File: config.mk
export PLATFORM = sky130hd
export DESIGN_NAME = stage_if
export DESIGN_NICKNAME = d
export VERILOG_FILES = /design/src/rtl/stage_if.sv
export SDC_FILE = /design/constraint.sdc
export NUM_CORES = 1
export LEC_CHECK = 0
export ABC_AREA = 1
export CAP_MARGIN = 15
export CORE_MARGIN = 5
export CORE_UTILIZATION = 54
export CTS_BUF_LIST = sky130_fd_sc_hd__clkbuf_8
export DETAILED_ROUTE_END_ITERATION = 6
export PLACE_DENSITY = 0.89
export SLEW_MARGIN = 40
export SYNTH_ARGS = -nofsm -noshare
export SYNTH_HDL_FRONTEND = slang
export SYNTH_SLANG_ARGS = --single-unit
File: constraint.sdc
create_clock -name clk -period 3.3 [get_ports clk]
set_input_delay 0.66 -clock clk [delete_from_list [all_inputs] [get_ports clk]]
set_output_delay 0.66 -clock clk [all_outputs]
set_load 0.02 [all_outputs]
File: src/rtl/stage_if.sv
// Instruction fetch: four little-endian byte reads at pc..pc+3, then presents {pc, inst} until consumed.
// Five cycles from S0 to DONE plus one per busy-rejected issue; stall_i holds DONE, rdy=0 freezes everything.
module stage_if #(
  parameter int                ADDR_W   = 32,
  parameter logic [ADDR_W-1:0] RESET_PC = '0
) (
  input  logic              clk,
  input  logic              rst,
  input  logic              rdy,
  input  logic              stall_i,
  input  logic              branch_enable_i,
  input  logic [ADDR_W-1:0] branch_addr_i,
  input  logic              mem_busy_i,
  input  logic [7:0]        mem_data_i,
  output logic              mem_req_o,
  output logic [ADDR_W-1:0] mem_addr_o,
  output logic [ADDR_W-1:0] pc_o,
  output logic [31:0]       inst_o,
  output logic              inst_valid_o
);

  typedef enum logic [2:0] {S0, S1, S2, S3, S4, DONE} state_t;

  state_t              state_q, state_d;
  logic [ADDR_W-1:0]   pc_q, pc_d;
  logic                pend_q, pend_d;
  logic [3:0][7:0]     buf_q, buf_d;

  logic                issue;
  logic [1:0]          issue_off;
  logic                cap;
  logic [1:0]          cap_idx;
  state_t              state_adv;

  // Per-state decode: which byte offset is issued and which buffer slot the returning byte fills.
  always_comb begin
    issue     = 1'b0;
    issue_off = 2'd0;
    cap       = 1'b0;
    cap_idx   = 2'd0;
    state_adv = S0;
    case (state_q)
      S0: begin issue = 1'b1; issue_off = 2'd0; state_adv = S1; end
      S1: begin issue = 1'b1; issue_off = 2'd1; cap = 1'b1; cap_idx = 2'd0; state_adv = S2; end
      S2: begin issue = 1'b1; issue_off = 2'd2; cap = 1'b1; cap_idx = 2'd1; state_adv = S3; end
      S3: begin issue = 1'b1; issue_off = 2'd3; cap = 1'b1; cap_idx = 2'd2; state_adv = S4; end
      S4: begin cap = 1'b1; cap_idx = 2'd3; state_adv = DONE; end
      default: state_adv = S0;
    endcase
  end

  always_comb begin
    state_d = state_q;
    pc_d    = pc_q;
    pend_d  = pend_q;
    buf_d   = buf_q;
    if (rdy) begin
      if (branch_enable_i) begin
        pc_d    = branch_addr_i;
        state_d = S0;
        pend_d  = 1'b0;
        buf_d   = '0;
      end else if (state_q == DONE) begin
        if (!stall_i) begin
          pc_d    = pc_q + ADDR_W'(4);
          state_d = S0;
        end
      end else begin
        if (cap && pend_q) buf_d[cap_idx] = mem_data_i;
        if (issue) begin
          // A rejected issue leaves nothing in flight, so next cycle's data bus is garbage.
          pend_d = !mem_busy_i;
          if (!mem_busy_i) state_d = state_adv;
        end else begin
          pend_d  = 1'b0;
          state_d = state_adv;
        end
      end
    end
  end

  always_ff @(posedge clk or negedge rst) begin
    if (!rst) begin
      state_q <= S0;
      pc_q    <= RESET_PC;
      pend_q  <= 1'b0;
      buf_q   <= '0;
    end else begin
      state_q <= state_d;
      pc_q    <= pc_d;
      pend_q  <= pend_d;
      buf_q   <= buf_d;
    end
  end

  // Request is decoded from state only; reset and rdy merely mask it.
  assign mem_req_o    = rst & rdy & issue;
  assign mem_addr_o   = mem_req_o ? (pc_q + ADDR_W'(issue_off)) : '0;
  assign inst_valid_o = (state_q == DONE);
  assign inst_o       = inst_valid_o ? buf_q : 32'h0;
  assign pc_o         = pc_q;

endmodule

==> results.py, run 1 <==
metrics = {
    "outcome": {
        "outcome": "complete, no violations",
    },
    "synthesis": {
        "yosysWarnings": 0,
        "yosys_register_bits": 68,
        "ys_top_cells_by_area": "dfrtp_1, nand2_1, nor2_1",
        "syn_area_per_cell_um2": 6.15,
        "ys_seq_area_share_pct": 34.4,
        "syn-num-nets": 854,
        "syn_inst": 804,
        "synth_top_area_cell": "dfrtp_1",
        "synth-async-reset-ratio_pct": 100,
        "synth_top_area_share_pct": 34.4,
        "synth_ff_type": "dfrtp_1",
        "syn_area_um2": 4940,
        "ys_types": 36,
        "synth_edf_count": 0,
    },
    "routing": {
        "dr_wl_met3_mm": 1.72,
        "wirelength_mm": 16.8,
        "highest_layer": "met4",
        "via_per_inst": 5.36,
        "via_count": 5771,
        "drtIter0Drc": 594,
        "dr.pass1.iters": 5,
        "post_drt_wl_per_cell_um": 15.6,
        "ant_nets": 0,
        "wl_met2_mm": 7.76,
        "wl_met1_mm": 6.85,
        "drc_errors": 0,
    },
    "floorplanning": {
        "die_y_um": 106,
        "ios": 144,
        "dieArea_um2": 11200,
        "start_util_pct": 54.5,
        "row_count": 35,
        "coreArea_um2": 9060,
        "fp.dieW_um": 106,
    },
    "timing": {
        "finalSetupViolations": 0,
        "slew_headroom_pct": 55.3,
        "hold_ws_ns": 0.473,
        "min_period_ns": 3.21,
        "fin_worst_skew_ns": 0.00796,
        "report.final.slew_viol_count": 0,
        "rsz0062_at_grt": "no",
        "fin_tns_setup_ns": 0,
        "hold_viol": 0,
        "post-route-period-util_pct": 97.2,
        "worst_pin_slew_ns": 0.664,
        "max_freq_ghz": 0.312,
    },
    "worst_setup_path": {
        "path_class": "register to output port",
        "path_buf_inv": 2,
        "cp-end-kind": "output port",
        "cp_slowest_cell": "dfrtp_2",
        "startpoint_type": "register",
        "r2r_slack_ns": 1.19,
        "max_stage_delay_ns": 0.45,
        "required_ns": 2.64,
        "critPathTopFamily": "simple AND/OR/NAND/NOR gates",
        "critical_path_arrival_ns": 2.55,
        "cp_cell_sequence": "nor2_1 -> ha_1 -> fa_1 -> nand2_1 -> nor2_2 -> inv_1 -> nor2_2 -> xor2_1 -> nor2_1 -> dlygate4sd2_1",
        "crit_path_max_fanout": 5,
    },
    "clock_network": {
        "clock-sinks": 68,
        "cts_hold_buffers": 0,
        "cts_tree": "yes",
        "clockBufferDepth": 2,
        "clock_latency_ns": 0.35,
        "path_clk_slew_ns": 0.08,
        "htree_num_levels": 3,
        "cts-root-buf": "clkbuf_8",
        "numCtsBuffers": 9,
    },
    "placement": {
        "gp_congestion": 1.02,
        "port_buffers": 143,
        "hpwl_mm": 12.5,
    },
    "flow_run": {
        "maxCapViolCount": 0,
    },
    "final_layout": {
        "diodes": 0,
        "drive_gt1_share_pct": 8.29,
        "final.fill_count": 703,
        "synthToLayoutAreaGrowth_pct": 37.5,
        "nNetsFinal": 1010,
    },
    "power": {
        "power_leakage_nw": 3.36,
        "ir_drop_v": 0.000207,
        "seqPwrFrac_pct": 38.9,
        "p_switching_mw": 1.13,
        "intPower_mw": 1.71,
        "sw_frac_of_total_pct": 39.9,
        "power_frac_clock_pct": 24.5,
        "comb_power_share_pct": 36.6,
        "power.density_nw_per_um2": 418,
    },
    "hold_path": {
        "hold_path.class": "input pin to asynchronous set/reset pin",
    },
    "global_routing": {
        "antenna_found_initial": 0,
        "grt_usage_pct": 29.8,
        "grt_pass1_vias": 5263,
        "grt_start_max_net_pins": 69,
        "grt_pass1_wl_mm": 26.6,
        "overflow": 0,
    },
}
-- layer usage --
| layer | global-route usage [%] | up-vias |
|---|---|---|
| met5 | 0 | - |
| met3 | 6.80 | 45 |
| met4 | 10.1 | 0 |
| met2 | 47.4 | 339 |
| met1 | 40.1 | 2566 |
| li1 | - | 2821 |
-- cell usage in the layout, fill, tap and decap left out, types with 3 or more instances in the layout --
cell / count
nand2_1: 253
nor2_1: 147
clkdlybuf4s50_1: 116
inv_1: 97
nand3_1: 76
dfrtp_1: 67
a21oi_1: 34
o21ai_0: 33
buf_4: 22
nor3_1: 13
nor2_2: 12
dlygate4sd2_1: 11
clkbuf_8: 9
dlymetal6s2s_1: 9
xor2_1: 7
nand2_2: 6
inv_2: 5
clkbuf_2: 5
a31oi_1: 3
nand4_1: 3
ha_1: 3
-- worst register-to-register path, cell delays in order (launching register included) --
cell and delay (ns):
dfrtp_1 0.37, buf_4 0.15, inv_2 0.05, nand3_2 0.05, buf_4 0.32, inv_2 0.07
nand2_1 0.07, nand2_2 0.06, inv_2 0.35, buf_4 0.30, nor2_1 0.07, nand2_1 0.06
o21ai_0 0.07
-- through the flow --
stage	utilization [%]	std cells	area (um2)	worst slack (ns)	total power [mW]
after floorplan	-	804	4940	0.591	1.66
after global placement	72.6	1060	6580	0.150	2.13
after detailed placement	72.7	1060	6590	0.0747	2.14
after CTS	74.7	1076	6770	0.00950	2.82
after global routing	74.9	1076	6790	0.00254	2.98
final	74.9	1076	6790	0.0927	2.84
-- cell usage after synthesis, types with 3 or more instances --
master	number
buf_2	6
buf_8	3
ha_1	3
o21ai_0	33
a31oi_1	3
xor2_1	7
nor2_2	4
a21oi_1	34
nor3_1	13
clkbuf_1	11
inv_1	96
nand3_1	76
dfrtp_1	68
inv_2	5
nor2_1	156
nand4_1	3
nand2_2	5
nand2_1	254
-- final cells by class --
cell class	instances	area, um2	share of cell area [%]
clock inverters	7	67.6	0.994
inverters	101	379	5.58
flip-flops and latches	68	1700	25.1
well taps	111	139	2.04
repair buffers	168	1630	23.9
multi-input cells	612	2760	40.6
clock buffers	9	124	1.82
-- kinds of logic after synthesis --
logic type               Yosys count  synth area share (%)
XOR/XNOR                           9                  1.60
AO/OA/AOI/OAI                     78                  8.36
multiplexers                       2                 0.456
buffers and inverters            124                  10.4
adder cells (fa/ha/maj)            4                  1.16
flip-flops                        68                  34.4
AND/OR/NAND/NOR                  519                  43.6
-- registers in the layout, summed over array words and instances, names as in the netlist --
signal   cells
pc_o        32
state_q      3
pend_q       1
buf_q       32
-- worst paths after layout --
kind                            start              to  cells after the start
min reg2reg                 buf_q[29]       buf_q[29]                      2
min                               rst        pc_o[31]                      2
max reg2reg                state_q[1]        pc_o[15]                     12
max in group asynchronous         rst      state_q[2]                      2
max                        state_q[2]  mem_addr_o[14]                     10
min in group clk            buf_q[29]       buf_q[29]                      2
-- timing repair --
item	4_1_cts	5_1_grt
resized for setup	21	28
gates cloned	0	0
setup endpoints to repair	19	18
setup buffers	0	0
-- power groups by stage --
stage,Combinational [mW],Clock [mW],Sequential (mW)
3_5_place_dp,1.03,0,1.11
4_1_cts,1.03,0.692,1.10
2_1_floorplan,0.501,0,1.16
3_3_place_gp,1.02,0,1.11
5_1_grt,1.13,0.729,1.12
6_report,1.04,0.696,1.10
No activity file was read; power rests on OpenSTA's default activity.
==> run 2: changes to the inputs <==
--- a/config.mk
+++ b/config.mk
@@ -5,13 +5,12 @@
 export SDC_FILE = /design/constraint.sdc
 export NUM_CORES = 1
 export LEC_CHECK = 0
-export ABC_AREA = 1
 export CAP_MARGIN = 15
 export CORE_MARGIN = 5
-export CORE_UTILIZATION = 54
+export CORE_UTILIZATION = 52
 export CTS_BUF_LIST = sky130_fd_sc_hd__clkbuf_8
 export DETAILED_ROUTE_END_ITERATION = 6
-export PLACE_DENSITY = 0.89
+export PLACE_DENSITY = 0.88
 export SLEW_MARGIN = 40
 export SYNTH_ARGS = -nofsm -noshare
 export SYNTH_HDL_FRONTEND = slang
==> results.py, run 2 <==
metrics = {
    "timing": {
        "report.final.slew_viol_count": 0,
        "post-route-period-util_pct": 99.0,
        "fin_worst_skew_ns": 0.00641,
        "rsz0062_at_grt": "yes",
        "slew_headroom_pct": 56.0,
        "hold_viol": 0,
        "finalSetupViolations": 0,
        "max_freq_ghz": 0.306,
        "worst_pin_slew_ns": 0.654,
        "min_period_ns": 3.27,
    },
    "worst_setup_path": {
        "crit_path_max_fanout": 8,
        "cp-end-kind": "output port",
        "cp_cell_sequence": "nand4_4 -> or3_4 -> nor4_2 -> xnor2_1 -> nor2_1 -> clkdlybuf4s50_1",
        "required_ns": 2.64,
        "critical_path_arrival_ns": 2.61,
        "path_class": "register to output port",
        "startpoint_type": "register",
        "max_stage_delay_ns": 0.62,
        "cp_slowest_cell": "clkdlybuf4s50_1",
    },
    "final_layout": {
        "postLayoutCellArea_um2": 6500,
        "drive_gt1_share_pct": 13.0,
        "final_common_cell": "clkdlybuf4s50_1",
        "nNetsFinal": 769,
        "diodes": 0,
        "synthToLayoutAreaGrowth_pct": 41.2,
        "final_cell_mix": "clkdlybuf4s50_1, dfrtp_1, nor2_1, nand2_1",
        "final_cells": 832,
    },
    "synthesis": {
        "ys_types": 56,
        "yosysWarnings": 0,
        "syn_inst": 576,
        "synth_ff_type": "dfrtp_1",
        "synth_top_area_cell": "dfrtp_1",
        "ys_seq_area_share_pct": 37.0,
        "synth-async-reset-ratio_pct": 100,
        "syn-num-nets": 626,
        "syn_area_um2": 4600,
        "yosys_register_bits": 68,
        "ys_top_cells_by_count": "dfrtp_1, nor2_1, nand2_1, o22ai_1, nand3_1",
        "yosysMostFrequentCell": "dfrtp_1",
        "synth_edf_count": 0,
        "syn_area_per_cell_um2": 7.99,
        "ys_top_cells_by_area": "dfrtp_1, o22ai_1, nor2_1",
        "synth_top_area_share_pct": 37.0,
    },
    "floorplanning": {
        "fp.dieW_um": 104,
        "coreArea_um2": 8680,
        "row_count": 34,
        "die_y_um": 104,
        "start_util_pct": 53.1,
        "dieArea_um2": 10800,
        "ios": 144,
    },
    "outcome": {
        "outcome": "complete, no violations",
    },
    "routing": {
        "dr.pass1.iters": 7,
        "via_per_inst": 6.24,
        "drc_errors": 0,
        "wirelength_mm": 16.1,
        "drtIter0Drc": 450,
        "ant_nets": 0,
        "via_count": 5194,
        "post_drt_wl_per_cell_um": 19.3,
    },
    "global_routing": {
        "overflow": 0,
        "grt_usage_pct": 29.1,
        "grt_start_max_net_pins": 63,
        "busiest_layer": "met2",
        "grt_pass1_vias": 5064,
        "met2_usage_pct": 46.9,
        "met1_usage_pct": 37.9,
        "grt_pass1_wl_mm": 26.3,
        "use_met3_pct": 6.64,
        "antenna_found_initial": 0,
    },
    "placement": {
        "dp_cells": 813,
        "hpwl_mm": 11.6,
        "placed_cell_area_um2": 6250,
        "gp_congestion": 0.907,
        "port_buffers": 143,
    },
    "power": {
        "power_leakage_nw": 2.71,
        "ir_drop_v": 0.000343,
        "power.density_nw_per_um2": 424,
    },
    "hold_path": {
        "hold_path.class": "input pin to asynchronous set/reset pin",
    },
    "clock_network": {
        "clock-sinks": 68,
        "cts_tree": "yes",
        "cts-root-buf": "clkbuf_8",
        "htree_num_levels": 3,
        "clockBufferDepth": 2,
        "path_clk_slew_ns": 0.09,
        "clock_latency_ns": 0.35,
        "numCtsBuffers": 9,
    },
    "flow_run": {
        "maxCapViolCount": 0,
    },
}
## run 2: area by class of cell
type / count / area (um2)
clock buffers: 9 / 124
fillers: 631 / 2180
flip-flops and latches: 68 / 1710
inverters: 25 / 93.8
repair buffers: 186 / 1720
clock inverters: 7 / 82.6
multi-input cells: 429 / 2640
well taps: 108 / 135
## run 2: worst paths after layout
path,start,to,slack (ns),cells past startpoint
max in group asynchronous,rst,pc_o[5],2.51,2
setup / recovery,pc_o[9],mem_addr_o[29],0.03,6
setup reg to reg,state_q[2],buf_q[17],1.12,6
hold / removal,rst,buf_q[5],0.40,2
min in group clk,buf_q[0],buf_q[0],0.50,2
hold reg to reg,buf_q[0],buf_q[0],0.50,2
## run 2: cell families (layout without fill, tap and decap cells)
| family | Yosys count | in the layout | synth area share [%] |
|---|---|---|---|
| AO/OA/AOI/OAI | 142 | 142 | 19.0 |
| XOR/XNOR | 27 | 27 | 5.14 |
| adder cells (fa/ha/maj) | 4 | 4 | 1.25 |
| buffers and inverters | 79 | 227 | 6.79 |
| flip-flops | 68 | 68 | 37.0 |
| multiplexers | 20 | 20 | 4.40 |
| AND/OR/NAND/NOR | 236 | 236 | 26.5 |
## run 2: through the flow
| step | setup slack (ns) | utilization, % | total power, mW | TNS, ns | hold WS (ns) |
|---|---|---|---|---|---|
| finish | 0.0314 | 74.9 | 2.76 | 0 | 0.401 |
| global route | -0.180 | 74.9 | 2.89 | -0.393 | 0.428 |
| global placement | 0.193 | 71.9 | 1.99 | 0 | 0.474 |
| CTS | 0.0178 | 74.6 | 2.75 | 0 | 0.398 |
| detailed placement | 0.115 | 72.0 | 2.02 | 0 | 0.482 |
| floorplan | 0.347 | - | 1.58 | 0 | 0.364 |
## run 2: where the power goes
part | internal (mW) | switching [mW]
combinational | 0.420 | 0.531
clock | 0.362 | 0.375
sequential | 0.944 | 0.125
total | 1.73 | 1.03
## run 2: critical path, delay by kind of cell (launching register included)
| kind | cells | cell delay [ns] |
|---|---|---|
| XOR/XNOR | 1 | 0.11 |
| buffers and inverters | 1 | 0.62 |
| flip-flops | 1 | 0.46 |
| AND/OR/NAND/NOR | 4 | 1.05 |
## run 2: timing repair
| action | in CTS | in global routing |
|---|---|---|
| setup buffers | 2 | 1 |
| endpoints found under the setup margin | 25 | 15 |
| resized for setup | 28 | 23 |
| hold buffers | 0 | 0 |
| pin swaps | 1 | 1 |
## run 2: metal layers
layer | wire length [um] | vias up | part of all wire [%]
li1 | - | 2347 | -
met5 | 0 | - | 0
met2 | 7660 | 308 | 48
met4 | 450 | 0 | 2.8
met1 | 6570 | 2491 | 41
met3 | 1410 | 48 | 8.7
